[src/rtl/smg_scan_ctrl.sv]
// smg_scan_ctrl
// Multiplexed seven-segment scan controller. An internal prescaler divides
// each digit slot into SCAN_DIV cycles. Every slot starts with a blank interval
// so the digit lines never switch while segments are lit. A 4-bit PWM sets the
// brightness. A per-digit mask can blank individual digits. Display data is
// double-buffered and only committed at frame boundaries, so a frame never
// shows a mix of old and new data.

module smg_scan_ctrl #(
    parameter int DIGITS      = 6,
    parameter int SEG_W       = 8,
    parameter int SCAN_DIV    = 50000,
    parameter int BLANK_CYC   = 16,
    parameter int SEG_ACT_LOW = 0,
    parameter int DIG_ACT_LOW = 1
) (
    input  logic                    clk_i,
    input  logic                    rst_i,
    input  logic                    en_i,
    input  logic                    load_i,
    input  logic [DIGITS*SEG_W-1:0] seg_data_i,
    input  logic [DIGITS-1:0]       digit_mask_i,
    input  logic [3:0]              bright_i,
    output logic [SEG_W-1:0]        seg_o,
    output logic [DIGITS-1:0]       dig_o,
    output logic                    frame_o
);

    localparam int CNT_W = $clog2(SCAN_DIV);
    localparam int IDX_W = (DIGITS > 1) ? $clog2(DIGITS) : 1;

    localparam logic [CNT_W-1:0] CNT_MAX   = CNT_W'(SCAN_DIV - 1);
    localparam logic [CNT_W-1:0] BLANK_END = CNT_W'(BLANK_CYC);
    localparam logic [IDX_W-1:0] IDX_MAX   = IDX_W'(DIGITS - 1);

    // Inactive level of each output bus. XOR-ing an active-high pattern with
    // this mask applies the board polarity.
    localparam logic             SEG_POL = (SEG_ACT_LOW != 0);
    localparam logic             DIG_POL = (DIG_ACT_LOW != 0);
    localparam logic [SEG_W-1:0]  SEG_OFF = {SEG_W{SEG_POL}};
    localparam logic [DIGITS-1:0] DIG_OFF = {DIGITS{DIG_POL}};

    logic [CNT_W-1:0]               cnt_q, cnt_d;
    logic [IDX_W-1:0]               idx_q, idx_d;
    logic [DIGITS-1:0][SEG_W-1:0]   shadow_q, shadow_d;
    logic [DIGITS-1:0][SEG_W-1:0]   active_q, active_d;
    logic                           pending_q, pending_d;
    logic [SEG_W-1:0]               seg_q, seg_d;
    logic [DIGITS-1:0]              dig_q, dig_d;
    logic                           frame_q, frame_d;

    logic                           slotWrap;
    logic                           frameWrap;
    logic                           pwmOn;
    logic                           litNow;
    logic [DIGITS-1:0]              digOneHot;

    // Decode the slot/frame wrap and the lit condition from the current state
    always_comb begin
        slotWrap  = en_i && (cnt_q == CNT_MAX);
        frameWrap = slotWrap && (idx_q == IDX_MAX);
        pwmOn     = (bright_i == 4'hF) || (cnt_q[3:0] < bright_i);
        litNow    = en_i && digit_mask_i[idx_q] && (cnt_q >= BLANK_END) && pwmOn;
        digOneHot = DIGITS'(1) << idx_q;
    end

    // Next-state: scan position, double buffer and registered pin drive
    always_comb begin
        cnt_d     = cnt_q;
        idx_d     = idx_q;
        shadow_d  = shadow_q;
        active_d  = active_q;
        pending_d = pending_q;
        frame_d   = 1'b0;
        seg_d     = SEG_OFF;
        dig_d     = DIG_OFF;

        if (!en_i) begin
            cnt_d = '0;
            idx_d = '0;
        end else if (slotWrap) begin
            cnt_d = '0;
            idx_d = (idx_q == IDX_MAX) ? '0 : idx_q + 1'b1;
        end else begin
            cnt_d = cnt_q + 1'b1;
        end

        // The commit reads the pre-edge shadow, so a load that coincides with
        // the wrap is held as pending for the following frame.
        if (frameWrap) begin
            frame_d = 1'b1;
            if (pending_q) begin
                active_d  = shadow_q;
                pending_d = 1'b0;
            end
        end

        if (load_i) begin
            shadow_d  = seg_data_i;
            pending_d = 1'b1;
        end

        if (litNow) begin
            seg_d = active_q[idx_q] ^ SEG_OFF;
            dig_d = digOneHot ^ DIG_OFF;
        end
    end

    // State and output registers with asynchronous active-low reset
    always_ff @(posedge clk_i or negedge rst_i) begin
        if (!rst_i) begin
            cnt_q     <= '0;
            idx_q     <= '0;
            shadow_q  <= '0;
            active_q  <= '0;
            pending_q <= 1'b0;
            seg_q     <= SEG_OFF;
            dig_q     <= DIG_OFF;
            frame_q   <= 1'b0;
        end else begin
            cnt_q     <= cnt_d;
            idx_q     <= idx_d;
            shadow_q  <= shadow_d;
            active_q  <= active_d;
            pending_q <= pending_d;
            seg_q     <= seg_d;
            dig_q     <= dig_d;
            frame_q   <= frame_d;
        end
    end

    assign seg_o   = seg_q;
    assign dig_o   = dig_q;
    assign frame_o = frame_q;

endmodule

[config.mk]
export PLATFORM = sky130hd
export DESIGN_NAME = smg_scan_ctrl
export DESIGN_NICKNAME = d
export VERILOG_FILES = /design/src/rtl/smg_scan_ctrl.sv
export SDC_FILE = /design/constraint.sdc
export NUM_CORES = 1
export LEC_CHECK = 0
export BUFFER_PORTS_ARGS = -buffer_cell sky130_fd_sc_hd__buf_2
export CORE_AREA = 4 4 110 112
export DETAILED_ROUTE_END_ITERATION = 7
export DIE_AREA = 0 0 114 116
export PLACE_DENSITY = 0.75
export SYNTH_ARGS = -nofsm -noshare
export SYNTH_HDL_FRONTEND = slang
export SYNTH_SLANG_ARGS = --single-unit
[constraint.sdc]
create_clock -name clk_i -period 2.2 [get_ports clk_i]
set_clock_uncertainty 0.2 [all_clocks]
set_input_delay 0.44 -clock clk_i [delete_from_list [all_inputs] [get_ports clk_i]]
set_output_delay 0.44 -clock clk_i [all_outputs]
set_load 0.02 [all_outputs]
==> results by group <==
Critical path
  • R2R cell count: 6
  • Worst Path Required: between 2000 and 2500 ps
  • WP data arrival: 2420 ps
  • CP endpoint kind: flip-flop
  • Critical path fanouts, max: 12
  • Worst setup SP type: flip-flop
  • Setup Crit Path Kind: flip-flop to flip-flop

Synth
  • Dominant synthesized flop cell: dfrtp_1
  • Synth Instances: around 440
  • Flops & latches, synth: 131
  • YS warnings: 0
  • Syn Std Cell Area: around 5700 um2
  • EDFF count, synth: 0
  • Synth cell types: 45
  • Ys async rst share: 100.0%
  • Avg Inst Size Synth: 13.05 um2
  • Sequential area share after synthesis: 57.87%
  • Synthesized Nets: slightly above 500

Drt
  • DR iter-0 viols: 167
  • Average wire per standard cell: ~19 um
  • Pre-Repair DR Iteration Count: 4
  • Post-route DRC: 0
  • Post-DRT Antenna Nets: 0
  • Vias: just under 4000
  • Routed met1 length: between 5 and 6 mm
  • Avg Vias per Cell: between 5 and 6
  • Final WL: ~13 mm
  • Met3 wire length: 873 um
  • Routed wl met2: 6.635 mm
  • DR top layer: met4

Place
  • Dpl cell area: between 6000 and 7000 um2
  • PortBufs: 76
  • RePlAce Congestion: roughly 0.85
  • Place WS: -119.3 ps
  • DPL Wire Length: 8.003 mm

Global routing
  • Pin count of the biggest net entering global routing: 50
  • Antenna violations before repair: 0
  • Vias in the first global route: ~4000
  • GRT overflow: 0
  • Global-route wire length before repair: about 20 mm
  • Gr usage total: 19.34%

CTS
  • Worst-Skew Late Latency: ~400 ps
  • Clock transition at path regs: ~60 ps
  • TritonCTS clock tree: built
  • CTS H-tree lvls: 4
  • Clk sink count: 131
  • Root buffer cell: clkbuf_16
  • Clk buf depth: 2
  • Clock buffer count from CTS: 17

Run
  • Max-Cap Viols: 0

STA
  • Slew margin rel.: between 60% and 70%
  • Max Freq: 428.6 MHz
  • Final WS setup: -132.9 ps
  • Final-report hold violation count: 0
  • Fin. max-slew vios: 0
  • Final worst path period share: 106.0%
  • Tightest Pin Transition: ~490 ps
  • Final setup TNS: -5409 ps
  • Post-layout min period: ~2300 ps
  • Final setup fails: 59
  • RSZ-0062 raised after global routing: true

Floorplan
  • Floorplan row count: 39
  • Io pins: between 70 and 80
  • Chip height: approximately 120 um
  • Die area: 13220 um2
  • Die Wd: about 110 um
  • CORE AREA: ~11000 um2
  • Initial core utilization: between 50% and 60%

Finish
  • Share of layout cells above drive strength 1: between 40 and 50%
  • Most common cell after layout, fill and taps aside: dfrtp_1
  • Design area: about 7300 um2
  • Final nets: ~620
  • Reg area: 3286 um2
  • Synth-to-Final Area Change: 28.96%
  • Commonest cells after routing, fill and taps aside: 125 x dfrtp_1, 75 x buf_2, 63 x mux2_2
  • Antenna Cells: 0
  • Area of the multi-input gates: approximately 2400 um2
  • Final core utilization: 65.24%
  • Fillcell total: just over 800

Outcome
  • Failing checks: setup timing
  • Outcome: finished, violations left

Power
  • Total Power: approximately 5.8 mW
  • Leak pwr: 3.342 nW
  • PD cells: a little under 800 nW/um2
  • VDD IR max: around 0.54 mV

Worst hold path
  • Worst min-delay path class: primary input to flip-flop
  • Min-Delay Path Depth: 2
sequential cells by signal (all words and copies together), names as in the netlist:
register,count
frame_o,1
idx_q,3
active_q,48
dig_o,6
shadow_q,48
cnt_q,16
pending_q,1
seg_o,8
metal layers:
layer  vias up  GRT usage (%)
met5         -              0
met4         0          6.492
met3        18          5.170
met2       128          31.38
met1      1961          25.47
li1       1789              -
synth_stat cells, types with 4 or more instances:
library cell / instances / area (um2)
dfstp_2: 6 / 157.7
ha_1: 6 / 75.07
o21ai_0: 10 / 50.05
nand2_1: 10 / 37.54
nand4_1: 6 / 37.54
xor2_1: 4 / 35.03
or4_1: 5 / 37.54
mux2_1: 20 / 225.2
nor2_1: 21 / 78.83
a21oi_1: 17 / 85.08
nand3_1: 17 / 85.08
buf_1: 7 / 26.28
inv_1: 12 / 45.04
nor3_1: 15 / 75.07
nor4_1: 4 / 25.02
xnor2_1: 10 / 87.58
dfrtp_1: 125 / 3128
mux2i_1: 17 / 170.2
clkbuf_1: 10 / 37.54
mux2_2: 76 / 855.8
a211oi_1: 7 / 52.55
power by group:
group	internal [mW]	switching, mW	total [mW]
combinational	0.156	0.141	0.297
clock	1.89	1.04	2.93
sequential	2.50	0.0599	2.56
critical path, stage by stage (launching register included):
cell,delay [ps]
dfrtp_1,380
or4_4,540
or2_4,260
nor3_4,170
buf_6,170
buf_12,150
mux2_2,350
worst paths after layout:
check / from / to / slack, ps
worst max-delay path: cnt_q[7] / active_q[45] / -130
worst min-delay path: seg_data_i[36] / shadow_q[36] / 60
worst max register to register: cnt_q[7] / active_q[45] / -130
worst min register to register: shadow_q[36] / shadow_q[36] / 310
max in group asynchronous: rst_i / shadow_q[18] / 830
min in group asynchronous: rst_i / active_q[40] / 340
what timing repair did:
item / in CTS / in global routing
hold buffers: 1 / 0
cloned: 1 / 6
endpoints found under the hold margin: 29 / 0
pin swaps: 5 / 2
buffers inserted: 2 / 2
resized for setup: 5 / 36
endpoints found under the setup margin: 60 / 52
per-stage QoR:
stage	std cells	hold slack (ps)
after floorplan	435	-55.59
after global placement	660	236.5
after detailed placement	660	242.6
after CTS	696	48.84
after global routing	704	56.93
final	704	61.45
cells by family after synthesis:
kind of cell	after synthesis	synth area share, %
DFF	131	57.87
buffers and inverters	38	3.239
and+or+nand+nor	89	8.198
muxes	115	22.83
adders and majority gates	6	1.322
AOI/OAI and AO/OA	42	4.385
xor gates and xnor gates	14	2.159
layout make-up:
cell class | count | share of cell area (%)
multi-input cells | 267 | 32.11
clock inverters | 14 | 2.546
inverters | 13 | 0.6664
well taps | 143 | 2.444
repair buffers | 118 | 11.50
clock buffers | 18 | 5.861
flip-flops and latches | 131 | 44.87
Note: power is estimated with default switching activity, not from simulation.
